--- src/rtl/pc_unit.sv ---
// Program counter and fetch-redirect stage: owns the PC, resolves branch/jump/jr targets, traps illegal PCs.
// Latency: redirect decision to new pc is 1 cycle; first valid fetch is 1 cycle after reset deasserts.
// Backpressure: stall holds pc and defers any taken branch until stall drops; no flush while stalled.
//
// Ports:
//   clock, reset            rising-edge clock, synchronous active-high reset
//   stall                   hazard unit hold request
//   idValid, isBranch       ID stage has a real instruction / comparator says take the redirect
//   jumpSel                 00 relative, 01 absolute, 10 register (jr), 11 reserved (illegal)
//   idPcPlus4, immExt,
//   jumpAddr, rsData        target operands from ID
//   pc, pcPlus4             current fetch address and its +4 (mod 2^32)
//   fetchValid, flush       IF output valid / squash IF/ID this cycle
//   fault, faultPc          sticky illegal-PC trap and the offending address
//   branchCount             saturating count of legal redirects (only with PC_BRANCH_COUNT_EN)
//
// Build option: define PC_BRANCH_COUNT_EN to add the branchCount output and counter.
module pc_unit #(
  parameter logic [31:0] RESET_VECTOR = 32'h0000_0000,
  parameter logic [31:0] IMEM_BYTES   = 32'h0000_1000
) (
  input  logic        clock,
  input  logic        reset,
  input  logic        stall,
  input  logic        idValid,
  input  logic        isBranch,
  input  logic [1:0]  jumpSel,
  input  logic [31:0] idPcPlus4,
  input  logic [31:0] immExt,
  input  logic [25:0] jumpAddr,
  input  logic [31:0] rsData,
  output logic [31:0] pc,
  output logic [31:0] pcPlus4,
  output logic        fetchValid,
  output logic        flush,
  output logic        fault,
  output logic [31:0] faultPc
`ifdef PC_BRANCH_COUNT_EN
  ,
  output logic [31:0] branchCount
`endif
);

  localparam logic [1:0] ST_BOOT  = 2'd0;
  localparam logic [1:0] ST_RUN   = 2'd1;
  localparam logic [1:0] ST_FAULT = 2'd2;

  logic [1:0]  state;
  logic [31:0] target;
  logic        target_bad;
  logic        redirect;
  logic        seq_bad;

  assign pcPlus4 = pc + 32'd4;

  always_comb begin
    target = rsData;
    case (jumpSel)
      2'b00:   target = idPcPlus4 + (immExt << 2);
      2'b01:   target = {idPcPlus4[31:28], jumpAddr, 2'b00};
      default: target = rsData;  // 11 is rejected below regardless of value
    endcase
  end

  assign target_bad = (jumpSel == 2'b11) || (target[1:0] != 2'b00) || (target >= IMEM_BYTES);

  // Stall masks the redirect entirely: operands may be stale, so the branch is
  // re-evaluated once the hazard clears.
  assign redirect   = (state == ST_RUN) && idValid && isBranch && !stall;
  assign flush      = redirect;
  assign fetchValid = (state == ST_RUN);

  // Running off the end of imem, including 32-bit wrap to zero.
  assign seq_bad = (pcPlus4 >= IMEM_BYTES) || (pcPlus4 == 32'd0);

  always_ff @(posedge clock) begin
    if (reset) begin
      pc      <= RESET_VECTOR;
      state   <= ST_BOOT;
      fault   <= 1'b0;
      faultPc <= 32'd0;
    end else begin
      case (state)
        ST_BOOT: state <= ST_RUN;
        ST_RUN: begin
          if (redirect && !target_bad) begin
            pc <= target;
          end else if (redirect) begin
            faultPc <= target;
            fault   <= 1'b1;
            state   <= ST_FAULT;
          end else if (stall) begin
            pc <= pc;
          end else if (seq_bad) begin
            faultPc <= pcPlus4;
            fault   <= 1'b1;
            state   <= ST_FAULT;
          end else begin
            pc <= pcPlus4;
          end
        end
        ST_FAULT: state <= ST_FAULT;
        default: begin
          // Unreachable encoding: park in the trap rather than fetch garbage.
          fault <= 1'b1;
          state <= ST_FAULT;
        end
      endcase
    end
  end

`ifdef PC_BRANCH_COUNT_EN
  always_ff @(posedge clock) begin
    if (reset) begin
      branchCount <= 32'd0;
    end else if (redirect && !target_bad && (branchCount != 32'hFFFF_FFFF)) begin
      branchCount <= branchCount + 32'd1;
    end
  end
`endif

endmodule

--- config.mk ---
export PLATFORM = sky130hd
export DESIGN_NAME = pc_unit
export DESIGN_NICKNAME = d
export VERILOG_FILES = /design/src/rtl/pc_unit.sv
export SDC_FILE = /design/constraint.sdc
export NUM_CORES = 1
export LEC_CHECK = 0
export ABC_AREA = 0
export BUFFER_PORTS_ARGS = -buffer_cell sky130_fd_sc_hd__clkbuf_2
export CORE_ASPECT_RATIO = 1.4
export CORE_MARGIN = 2
export CORE_UTILIZATION = 50
export DETAILED_ROUTE_END_ITERATION = 8
export PLACE_DENSITY = 0.81
export RECOVER_POWER = 25
export SLEW_MARGIN = 20
export SYNTH_ARGS = -nofsm -noshare
export SYNTH_HDL_FRONTEND = slang
export SYNTH_SLANG_ARGS = --single-unit
--- constraint.sdc ---
create_clock -name clock -period 4.2 [get_ports clock]
set_clock_uncertainty 0.1 [all_clocks]
set_input_delay 0.63 -clock clock [delete_from_list [all_inputs] [get_ports clock]]
set_output_delay 0.63 -clock clock [all_outputs]
set_load 0.1 [all_outputs]
# Word-level counts from Yosys, hierarchy flattened
# Cells that the tools add are included.
[totals]
ff_bits = 67
input_bits = 129
[op_classes]
n_addsub = 2
n_lt_le_gt_ge = 2
eq_ne = 11
mux = 18
bitwise = 2
n_reduce_logical = 19
[ops]
columns = ["cell", "n"]
rows = [
  ["$mux W32", 7],
  ["$ge A32 B13 Y1 const B", 2],
  ["$pmux W32 S2", 1],
  ["$add A32 B3 Y32 const B", 1],
  ["$add A32 B32 Y32", 1],
  ["$logic_not A32 Y1", 1],
  ["$reduce_and A4 Y1", 3],
  ["$mux W2", 4],
  ["$ne A2 B1 Y1 const B", 4],
  ["$eq A2 B1 Y1 const B", 2],
  ["$eq A2 B2 Y1 const B", 2],
  ["$logic_and A1 B1 Y1", 4],
  ["$logic_not A2 Y1", 2],
  ["$mux W1", 4],
  ["$pmux W2 S2", 1],
  ["$reduce_bool A2 Y1", 2],
  ["$logic_or A1 B1 Y1", 3],
  ["$ne A3 B1 Y1 const B", 1],
  ["$ne A3 B2 Y1 const B", 1],
  ["$reduce_and A3 Y1", 1],
  ["$logic_not A1 Y1", 2],
  ["$ne A2 B2 Y1 const B", 1],
  ["$not A1 Y1", 2],
  ["$pmux W1 S2", 1],
  ["$reduce_or A2 Y1", 1],
]

# Depth between registers and ports, before layout
[logic_depth]
ltp_word = 9
mapped_depth = 15
mapped_depth_nobuf = 13

# Worst setup path after synthesis
# Ideal clock, no wire load.
[synth_timing]
path_type = "flip-flop to flip-flop"
start = "reg pc[2]"
end = "reg faultPc[13]"
setup_time_ns = 0.121
arrival_ns = 5.122
required_time_ns = 3.979
slack_ns = -1.143
path_stages_with_launch = 15
cell_sequence = "dfxtp_1 ha_1 inv_1 or4_1 clkbuf_1 nor3_1 xor2_1 or3b_2 nor4_1 nand4_2 nand2_1 a31o_1 buf_6 buf_6 mux2_4"
[synth_via]
elab_chain_cells = 5
elab_cells_between_ends = 9
[synth_rtl]
columns = ["element", "line_no", "text"]
rows = [
  ["start, declared", "32", "output logic [31:0] pc,"],
  ["start signal, assigned", "87", "pc <= target;"],
  ["start signal, assigned", "93", "pc <= pc;"],
  ["start signal, assigned", "99", "pc <= pcPlus4;"],
  ["$add A32 B3 Y32 (*)", "54", "assign pcPlus4 = pc + 32'd4;"],
  ["via pcPlus4[28]", "33", "output logic [31:0] pcPlus4,"],
  ["$ge A32 B13 Y1 / $logic_not A32 Y1 (equally long branches)", "74", "assign seq_bad = (pcPlus4 >= IMEM_BYTES) || (pcPlus4 == 32'd0);"],
  ["$logic_or A1 B1 Y1 (*)", "74", ""],
  ["$reduce_bool A2 Y1 (no source line) (*)", "--", ""],
  ["$reduce_and A4 Y1 (no source line) (*)", "--", ""],
  ["end signal, assigned", "89", "faultPc <= target;"],
  ["end signal, assigned", "95", "faultPc <= pcPlus4;"],
  ["end, declared", "37", "output logic [31:0] faultPc"],
]
# The timed path passes the listed nets; every way through them passes the cells marked *. The select of a mux whose other input is x is not followed.
# A chain may end at the register's enable or synchronous reset.

# Worst setup path in the final report
[layout_timing]
start = "reg pc[2]"
end = "out pcPlus4[30]"
[layout_via]
elab_chain_cells = 1
[layout_rtl]
columns = ["element", "line_no"]
rows = [
  ["$add A32 B3 Y32", "54"],
  ["end, declared", "33"],
]
# Every way passes these cells.

==> flow_summary.toml <==
[synth]
ys_warn_count = 0
yosysUniqueCellTypes = 76
synth_cells = 833
syn_avg_cell_area_um2 = 7.39
synth_area_um2 = 6160
ys_async_sr_fraction_pct = 0
synth_edf_count = 0
synth_nets = 994
yosysSeqAreaShare_pct = 21.8
ys.flop_type = "dfxtp_1"
synth_seq_cells = 67

[placement]
gp_congestion = 0.987
hpwl_mm = 17.9
io_buffers = 225
place_area_um2 = 7650

[floorplan]
die_area_um2 = 13200
die_h_um = 135
initial_utilization_pct = 50.5
rows = 48
die_width_um = 97.8
coreArea_um2 = 12200
ios = 228

[cts]
cts_made_buffers = 9
hold_buffers = 0
clockRootBuffer = "clkbuf_16"
clk_path_buf_depth = 2
post_cts_buffers = 0
insertion_delay_ns = 0.34
cts_sinks = 67
cts_resized = 0
htreeDepth = 3
clk_pin_slew_ns = 0.05
tritoncts = "yes"

[setup_path]
worstSetupPathType = "flop to output port"
cp-startpoint = "pc[2]"
worst_r2r_path_depth = 12
crit_required_ns = 3.47
cp.arrival_ns = 3.29
worstSetupEndpoint = "pcPlus4[30]"
reg2reg_to = "faultPc[12]"
r2r_start = "pc[8]"
worst-r2r-setup-slack_ns = 0.37
start_kind = "flop"
critPathMaxFanout = 10
end_kind = "output port"

[sta]
final_max_slew_viol_count = 0
fin_crit_sh_pct = 95.6
rsz0062_at_grt = "false"
fin_crit_ns = 4.02
fin_setup_tns_ns = 0
setup_viol_count_final = 0
worst_pin_slew_ns = 1.24
finalHoldViolCount = 0
max_slew_margin_pct = 17.4
fmax_mhz = 249

[global_route]
overflow = 0
grt_util_all_layers_pct = 32.7
grt_most_used_layer = "met2"
grt_pass1_vias = 6790
gr-usage-met3_pct = 5.42
gr-usage-met2_pct = 57.9
use_met1_pct = 37.9
antenna_found_initial = 0
grt_pass1_wl_mm = 34.7
grt_start_max_net_pins = 48

[finish]
syn2layout_area_growth_pct = 28.0
fin_area_um2 = 7880
final_core_util_pct = 64.6
antenna_cells = 0
nets = 1206
drive_gt1_share_pct = 27.1

[route]
first_pass_iters = 7
routed_wl_mm = 22.3
drt_drc_violations_left = 0
wl_per_cell_um = 18.6
ant_nets = 0
drt_iter0_drc = 558
vias_per_cell = 6.10
num_vias = 7313

[power_and_ir_drop]
power_frac_comb_pct = 32.8
p_sw_uw = 724
total_power_uw = 2040
swShare_pct = 35.5
power_per_cell_area_nw_per_um2 = 258
ir_drop_mv = 0.204
intPower_uw = 1310
p_leak_uw = 0.00358
p_seq_share_pct = 32.3
clkPwrFrac_pct = 34.9

[job]
max-cap-violations = 0

[min_path]
min_path_type = "flop to flop"

[outcome]
outcome = "complete, no violations"
worst max-delay path: stages, from the launching register on:
cell and delay, ns:
dfxtp_4 0.41, ha_1 0.26, inv_1 0.15, or4_1 0.62
buf_4 0.21, or4_1 0.51, and2_1 0.19, inv_1 0.11
clkbuf_2 0.47
placed cells by master (no fill, tap or decap), types with 5 or more instances in the layout:
cell type,n
nor2b_1,8
nand4_1,14
nand3_1,27
xor2_1,9
xnor2_1,21
nand2b_1,8
o31ai_1,9
dfxtp_2,15
nand2_1,118
nor2_1,44
o311a_1,8
o21a_1,15
a21o_1,5
inv_1,39
o22ai_1,11
o211ai_1,43
clkbuf_2,183
dfxtp_1,46
o21ai_1,8
clkbuf_1,42
mux2i_1,39
xnor2_2,5
or4_1,6
buf_4,29
a31oi_1,6
nor3_1,17
ha_1,31
and4_1,7
clkbuf_16,9
or3_1,8
dfxtp_4,6
a21oi_1,68
o21ai_0,23
a211oi_1,19
nor4_1,6
and2_1,11
and3_1,7
area by class of cell:
cell class,count,area (um^2)
Multi-Input combinational cell,671,4530
Fill cell,1141,4310
Sequential cell,67,1380
Timing Repair Buffer,256,1350
Clock buffer,13,270
Tap cell,150,188
Inverter,40,150
Clock inverter,2,10.0
cells in the mapped netlist, types with 15 or more instances:
cell type  instances  share of area (%)
inv_1             39                2.4
clkbuf_1          36                2.2
dfxtp_1           67                 22
o21a_1            15                1.8
nand3_1           27                2.2
mux2i_1           39                6.3
nor3_1            19                1.5
a21oi_1           68                5.5
xnor2_1           26                3.7
ha_1              31                6.3
a211oi_1          19                2.3
o21ai_0           23                1.9
o211ai_1          43                5.2
nand2_1          118                7.2
nor2_1            44                2.7
through the flow:
stage / hold WS [ns] / setup WS (ns) / instances
floorplan: 0.389 / 0.0258 / 833
global placement: 0.339 / 0.0946 / 1184
detailed placement: 0.351 / 0.0601 / 1184
CTS: 0.357 / 0.243 / 1199
global route: 0.374 / 0.120 / 1199
finish: 0.357 / 0.184 / 1199
power groups by stage:
stage                     Clock [uW]  Sequential [uW]  Combinational, uW
after floorplan                    0              720                401
after global placement             0              670                655
after detailed placement           0              670                656
after CTS                        714              657                660
after global routing             741              658                717
final                            711              657                669
registers in the layout, indices dropped and copies added, names as in the netlist:
register / cells
pc: 32
faultPc: 32
state: 2
fault: 1
worst min-delay path by stage:
stage / start / endpoint / slack [ns] / depth (start not counted)
after floorplan: state[1] / state[1] / 0.39 / 2
after global placement: fault / fault / 0.34 / 2
after detailed placement: fault / fault / 0.35 / 2
after CTS: fault / fault / 0.36 / 2
after global routing: pc[19] / pc[19] / 0.37 / 2
final: fault / fault / 0.36 / 2
cells by family after synthesis:
kind of cell / after synthesis / synth area share [%]
buffers and inverters: 95 / 6.44
and+or+nand+nor: 301 / 24.3
DFF: 67 / 21.8
muxes: 43 / 7.13
adders and majority gates: 32 / 6.62
xor gates and xnor gates: 40 / 5.69
AOI/OAI and AO/OA: 255 / 28.1
layer usage:
layer / routed length (um) / up-vias
li1: - / 3501
met1: 8300 / 3369
met2: 11100 / 380
met3: 1710 / 63
met4: 1200 / 0
met5: 0 / -
Power figures use the tool's default switching activity.
